### src/rtl/cff_ser_pkg.sv
// Shared FSM encoding and default width for the cff_serializer block.
package cff_ser_pkg;

  typedef enum logic [1:0] {
    IDLE  = 2'd0,
    SHIFT = 2'd1,
    PAR   = 2'd2
  } cff_state_e;

  localparam int CFF_DEFAULT_WIDTH = 8;

endpackage

### src/rtl/cff_ser_bit.sv
// One shift-register stage: D flip-flop with async active-low clear and a load/shift mux.
module cff_ser_bit (
  input  logic clk,
  input  logic rst_n,
  input  logic load,
  input  logic shift,
  input  logic load_bit,
  input  logic shift_bit,
  output logic q
);

  // Stage storage; a parallel load takes priority over a shift.
  always_ff @(posedge clk or negedge rst_n) begin
    if (!rst_n) begin
      q <= 1'b0;
    end else if (load) begin
      q <= load_bit;
    end else if (shift) begin
      q <= shift_bit;
    end else begin
      q <= q;
    end
  end

endmodule

### src/rtl/cff_serializer.sv
// Parallel-to-serial framer, MSB first, with an optional even-parity trailer bit
// compiled in by defining CFF_SERIALIZER_PARITY_EN.
module cff_serializer
  import cff_ser_pkg::*;
#(
  parameter int WIDTH = CFF_DEFAULT_WIDTH
) (
  input  logic             clk,
  input  logic             rst_n,
  input  logic [WIDTH-1:0] load_data,
  input  logic             load_valid,
  output logic             load_ready,
  output logic             sdata,
  output logic             sframe,
  output logic             done
);

  localparam int CNT_W = (WIDTH > 1) ? $clog2(WIDTH) : 1;
  localparam logic [CNT_W-1:0] CNT_LAST = CNT_W'(WIDTH - 1);

  cff_state_e       state_r, state_s;
  logic [CNT_W-1:0] cnt_r;
  logic [WIDTH-1:0] shift_reg;
  logic             load_ready_r, ready_s;
  logic             sframe_r, sframe_s;
  logic             done_r, done_s;
  logic             accept_s, shifting_s, last_s;

  assign accept_s   = load_valid & load_ready_r;
  assign shifting_s = (state_r == SHIFT);
  assign last_s     = shifting_s && (cnt_r == CNT_LAST);

  // The top stage doubles as the serial output flop; zero fill leaves it low once idle.
  for (genvar i = 0; i < WIDTH; i++) begin : g_bit
    logic shift_in;
    if (i == 0) begin : g_lsb
      assign shift_in = 1'b0;
    end else begin : g_upper
      assign shift_in = shift_reg[i-1];
    end
    cff_ser_bit u_bit (
      .clk       (clk),
      .rst_n     (rst_n),
      .load      (accept_s),
      .shift     (shifting_s),
      .load_bit  (load_data[i]),
      .shift_bit (shift_in),
      .q         (shift_reg[i])
    );
  end

`ifdef CFF_SERIALIZER_PARITY_EN
  logic par_r;
  logic par_bit_r;

  // Parity accumulates over bits as they leave; the full result is parked for the PAR cycle.
  always_ff @(posedge clk or negedge rst_n) begin
    if (!rst_n) begin
      par_r     <= 1'b0;
      par_bit_r <= 1'b0;
    end else begin
      if (accept_s) begin
        par_r <= 1'b0;
      end else if (shifting_s) begin
        par_r <= par_r ^ shift_reg[WIDTH-1];
      end else begin
        par_r <= par_r;
      end
      par_bit_r <= last_s ? (par_r ^ shift_reg[WIDTH-1]) : 1'b0;
    end
  end

  assign sdata = shift_reg[WIDTH-1] | par_bit_r;
`else
  assign sdata = shift_reg[WIDTH-1];
`endif

  // Next state plus the next values of the registered handshake/framing outputs.
  always_comb begin
    state_s  = state_r;
    ready_s  = load_ready_r;
    sframe_s = 1'b0;
    done_s   = 1'b0;
    case (state_r)
      IDLE: begin
        if (accept_s) begin
          state_s  = SHIFT;
          ready_s  = 1'b0;
          sframe_s = 1'b1;
        end else begin
          ready_s  = 1'b1;
        end
      end
      SHIFT: begin
        if (last_s) begin
`ifdef CFF_SERIALIZER_PARITY_EN
          state_s  = PAR;
          ready_s  = 1'b0;
          sframe_s = 1'b1;
`else
          state_s  = IDLE;
          ready_s  = 1'b1;
          done_s   = 1'b1;
`endif
        end else begin
          ready_s  = 1'b0;
          sframe_s = 1'b1;
        end
      end
`ifdef CFF_SERIALIZER_PARITY_EN
      PAR: begin
        state_s = IDLE;
        ready_s = 1'b1;
        done_s  = 1'b1;
      end
`endif
      default: begin
        state_s = IDLE;
        ready_s = 1'b1;
      end
    endcase
  end

  // State, bit counter and registered outputs.
  always_ff @(posedge clk or negedge rst_n) begin
    if (!rst_n) begin
      state_r      <= IDLE;
      cnt_r        <= '0;
      load_ready_r <= 1'b1;
      sframe_r     <= 1'b0;
      done_r       <= 1'b0;
    end else begin
      state_r      <= state_s;
      load_ready_r <= ready_s;
      sframe_r     <= sframe_s;
      done_r       <= done_s;
      if (accept_s) begin
        cnt_r <= '0;
      end else if (shifting_s) begin
        cnt_r <= cnt_r + CNT_W'(1);
      end else begin
        cnt_r <= cnt_r;
      end
    end
  end

  assign load_ready = load_ready_r;
  assign sframe     = sframe_r;
  assign done       = done_r;

endmodule

### config.mk
export PLATFORM = sky130hd
export DESIGN_NAME = cff_serializer
export DESIGN_NICKNAME = d
export VERILOG_FILES = /design/src/rtl/cff_ser_pkg.sv /design/src/rtl/cff_ser_bit.sv /design/src/rtl/cff_serializer.sv
export SDC_FILE = /design/constraint.sdc
export NUM_CORES = 1
export LEC_CHECK = 0
export ABC_AREA = 1
export CORE_MARGIN = 2
export CORE_UTILIZATION = 44
export DETAILED_ROUTE_END_ITERATION = 7
export GPL_ROUTABILITY_DRIVEN = 0
export PLACE_DENSITY = 0.72
export SLEW_MARGIN = 30
export SYNTH_ARGS = -nofsm -noshare
export SYNTH_HDL_FRONTEND = slang
export SYNTH_SLANG_ARGS = --single-unit
### constraint.sdc
create_clock -name clk -period 1.2 [get_ports clk]
set_clock_uncertainty 0.05 [all_clocks]
set_input_delay 0.18 -clock clk [delete_from_list [all_inputs] [get_ports clk]]
set_output_delay 0.18 -clock clk [all_outputs]
set_load 0.02 [all_outputs]
---- After elaboration in Yosys (flattened, before gate mapping) ----
Index checks and enable logic that the tools add are counted.
cells by class
  equal/unequal tests ..................... 4
  add/sub/neg operators ................... 1
  bitwise operators ....................... 1
  reduce and logical (&&, ||, !) cells .... 4
  mux-type cells .......................... 28
operators by type and width
  kind                                                                    count
  1-bit two-way mux                                                       21
  3-bit two-way mux                                                       2
  2-bit two-way mux                                                       2
  1-bit case mux with 2 select lines                                      2
  2-bit case mux with 2 select lines                                      1
  3-bit by 1-bit adder with 3-bit output (second input constant)          1
  3-bit equality test (second input constant)                             1
  2-bit by 1-bit equality test with 1-bit output (second input constant)  1
  2-bit zero test                                                         1
  2-bit by 1-bit != test with 1-bit output (second input constant)        1
  2-bit != test (second input constant)                                   1
  2-bit AND reduction                                                     1
  2-bit nonzero test                                                      1
  1-bit bitwise AND                                                       1
  1-bit logical AND                                                       1
word-level totals
  bits of input ports ..................... 11
  output and inout port bits .............. 4
  register bits after elaboration ......... 16
  logic and storage cells ................. 51

---- Longest topological paths before layout ----
  depth after elaboration ................. 4
  gate-level depth with buffers ........... 6
  mapped depth without buffers ............ 5

---- By module ----
A second synthesis with hierarchy kept.
second synthesis, totals
  cells, all modules ...................... 111
  area, all modules ....................... 787.0 sq um
modules (own cells, without submodules)
  module          cells an instance  sequential area each (sq um)  area each (sq um)  instances
  cff_ser_bit     10                 25.0                          60.1               8
  cff_serializer  31                 176.4                         306.5              1

---- Least setup slack after synthesis ----
Ideal clock, no wire load.
  kind .................................... flip-flop to flip-flop
  from .................................... register load_ready_r, in the netlist load_ready
  to ...................................... register g_bit[7].u_bit.q
  setup time .............................. 117 ps
  period minus slack after synthesis ...... 1188 ps
  setup slack ............................. 12 ps
  path buffers ............................ 2
  required time ........................... 1033 ps
  data arrival time ....................... 1021 ps
  cell stages (with the launch flop) ...... 6
  cells stage by stage .................... dfstp_2 > buf_4 > nand2_4 > buf_6 > nand3_1 > nand2_1
on the way
  word-level cells in the longest chain between the ends .. 2
  elaborated cells on any way between the ends .. 3
  those cells by class .................... 1 x mux; 1 x bitwise; 1 x reduce/logical
RTL lines
  what                                                            line                   text
  start: declaration                                              cff_serializer.sv:24   logic load_ready_r, ready_s;
  start signal: assignment                                        cff_serializer.sv:134  load_ready_r <= ready_s;
  1-bit bitwise AND *                                             cff_serializer.sv:29   assign accept_s = load_valid & load_ready_r;
  1-bit two-way mux / 2-bit nonzero test (equally long branches)  --
  end signal: assignment                                          cff_ser_bit.sv:17      q <= load_bit;
  end signal: assignment                                          cff_ser_bit.sv:19      q <= shift_bit;
  end signal: assignment                                          cff_ser_bit.sv:21      q <= q;
  end: declaration                                                cff_ser_bit.sv:9       output logic q
Mark *: on every way between the ends. The rest lies on a longest branch, timed or not.
A chain may end at the register's enable or synchronous reset.

---- Final worst setup path ----
  from .................................... register load_ready_r, in the netlist load_ready
  to ...................................... output load_ready
RTL lines
  what              line                  text
  end: declaration  cff_serializer.sv:12  output logic load_ready,
No word-level cell between the ends.

==> results_dict.tcl <==
set metrics [dict create \
    syn_area_per_cell_sq_um 8.21 \
    cts_root_buf "clkbuf_4" \
    ys_types 15 \
    cp.required_ns 0.97 \
    synthTopCellsByArea "dfrtp_1 45%, nand2_1 16%, nand3_1 9.6%, buf_6 5.8%, ha_1 4.8%" \
    drive_above_1_share_pct 15.9 \
    hp-class "primary input to asynchronous set/reset pin" \
    drt_wl_total_um 1310 \
    initial_core_util_pct 46.1 \
    clock_latency_ns 0.28 \
    num_vias 633 \
    peakVddDrop_mv 1.09 \
    postCtsHoldBufs 0 \
    firstDrtPassIters 5 \
    synth.top_cell.area_share_pct 44.9 \
    worstPathCellList "buf_4" \
    core_area_sq_um 1690 \
    antenna_found_initial 0 \
    antenna_cells 0 \
    critPathKind "flop to output pin" \
    rr_startpoint "cnt_r[0]$_DFFE_PN0P_" \
    slowest_delay_ns 0.53 \
    overflow 0 \
    grtUsageTotal_pct 14.6 \
    dpl_cell_area_sq_um 926 \
    dieArea_sq_um 2120 \
    crit_path_start "load_ready$_DFF_PN1_" \
    hpwl_um 960 \
    post_cts_buffers 0 \
    rows 15 \
    clock.fmax_ghz 0.851 \
    syn_area_sq_um 779 \
    power.leakage_nw 0.521 \
    critPathTopFamily "flip-flops" \
    synth-warning-count 0 \
    nets 128 \
    cts_buffers 3 \
    power.density_nw_per_um2 2300 \
    cp_slowest_cell "dfstp_2" \
    slew_headroom_pct 83.6 \
    rsz0062_at_grt "true" \
    cts_num_sinks 15 \
    clk_pin_slew_worst_paths_ns 0.09 \
    fin_crit_ns 1.17 \
    die_x_um 46.1 \
    syn_inst 95 \
    ys_ff_latch 15 \
    drv_slew 0 \
    arrival_ns 0.94 \
    p_total_mw 2.19 \
    die_y_um 46.1 \
    cap_violations 0 \
    port-buffer-count 14 \
    clockBufferDepth 2 \
    cp-start-kind "flop" \
    fin_crit_sh_pct 97.9 \
    drc_errors 0 \
    reg2reg_depth 4 \
    postRouteAntennaNets 0 \
    yosysTopAreaCell "dfrtp_1" \
    grt_max_degree 22 \
    setup_viol 0 \
    layout_setup_ws_ns 0.0254 \
    worstPathBufferInverterCount 1 \
    hold_violations 0 \
    cts_tree "yes" \
    drt_iter0_drc 11 \
    area_growth_pct 22.0 \
    vias_per_cell 4.87 \
    syn_nets 109 \
    grt_pass1_wl_um 2100 \
    place_ws_ns -0.124 \
    grt_pass1_vias 547 \
    tightest_slew_ns 0.245 \
    outcome "finished clean" \
    h-tree-depth 1 \
    io_pins 15 \
    cp_max_fo 2 \
    crit_cells 1 \
    final_area_sq_um 951 \
    endpoint_kind "output pin" \
    ys_seq_area_share_pct 48.3 \
    fillers 163 \
    avgRoutedWirePerCell_um 10.1 \
]
## state kept, by name, indices dropped and copies added, names as in the netlist
name           flops
g_bit.u_bit.q      8
cnt_r              3
done               1
load_ready         1
sframe             1
state_r            1
## power by group
| group | internal [mW] | leakage, nW | switching (mW) |
|---|---|---|---|
| clock | 0.129 | 0.0150 | 0.158 |
| sequential | 0.752 | 0.180 | 0.141 |
| combinational | 0.434 | 0.326 | 0.575 |
| total | 1.32 | 0.521 | 0.874 |
## cell type report
| type | instances | area (sq um) | area share, % |
|---|---|---|---|
| Sequential cell | 15 | 377 | 39.6 |
| Multi-Input combinational cell | 64 | 317 | 33.3 |
| Clock buffer | 4 | 26.3 | 2.76 |
| Timing Repair Buffer | 20 | 173 | 18.2 |
| Tap cell | 17 | 21.3 | 2.24 |
| Inverter | 10 | 37.5 | 3.95 |
## cell usage after synthesis
cell       n
a21oi_2    1
nand3_1   15
a21boi_1   1
inv_2      2
buf_4      2
nand2_1   34
dfrtp_1   14
o21ai_0    1
nand2_4    1
o21ai_1    2
inv_1      8
dfstp_2    1
buf_6      4
ha_1       3
nor2_1     6
## worst paths after layout
check	end	slack (ns)
worst max-delay path	load_ready	0.03
worst min-delay path	cnt_r[2]$_DFFE_PN0P_	0.15
worst max register to register	cnt_r[2]$_DFFE_PN0P_	0.04
worst min register to register	g_bit[0].u_bit.q$_DFFE_PN0P_	0.46
max in group asynchronous	load_ready$_DFF_PN1_	0.71
min in group clk	g_bit[0].u_bit.q$_DFFE_PN0P_	0.38
## worst reg2reg max path, cell delays in order, from the launching register on
cell     delay [ns]
dfrtp_1        0.39
ha_2           0.19
ha_1           0.27
nor2_1         0.10
nor2_1         0.05
## layer usage
layer  share of wire (%)  vias to the layer above  GRT usage (%)
li1                    -                      331              -
met1                  47                      282           15.7
met5                   0                        -              0
met2                  46                       16           24.2
met3                 4.9                        4           4.71
met4                 1.4                        0           9.71
## repair_timing
| action | 4_1_cts | 5_1_grt |
|---|---|---|
| resized for setup | 13 | 3 |
| endpoints found under the setup margin | 5 | 16 |
| pin swaps | 1 | 0 |
## layout by cell type, fill, tap and decap left out
master	count
a21boi_1	1
a21oi_2	1
buf_2	1
buf_4	7
clkbuf_1	1
clkbuf_2	1
clkbuf_4	3
clkdlybuf4s15_1	1
clkdlybuf4s50_1	10
dfrtp_1	14
dfstp_2	1
ha_1	2
ha_2	1
inv_1	8
inv_2	2
nand2_1	34
nand2_8	1
nand3_1	15
nor2_1	6
o21ai_0	1
o21ai_1	2
## through the flow
| step | std cells | TNS, ns | hold slack [ns] | utilization, % |
|---|---|---|---|---|
| detailed placement | 126 | -0.371 | 0.439 | 54.8 |
| global route | 130 | -0.112 | 0.169 | 56.3 |
| global placement | 126 | -0.292 | 0.437 | 54.8 |
| CTS | 130 | 0 | 0.149 | 56.4 |
| floorplan | 95 | 0 | -0.166 | - |
| finish | 130 | 0 | 0.152 | 56.3 |
## cells by family (layout without fill, tap and decap cells)
kind of cell / Yosys count / count (layout) / synth area share [%]
flops: 15 / 15 / 48.3
simple gates: 56 / 56 / 30.3
compound gates: 5 / 5 / 4.01
fa+ha+maj: 3 / 3 / 4.82
buf+inv: 16 / 34 / 12.5
Power figures use the tool's default switching activity.
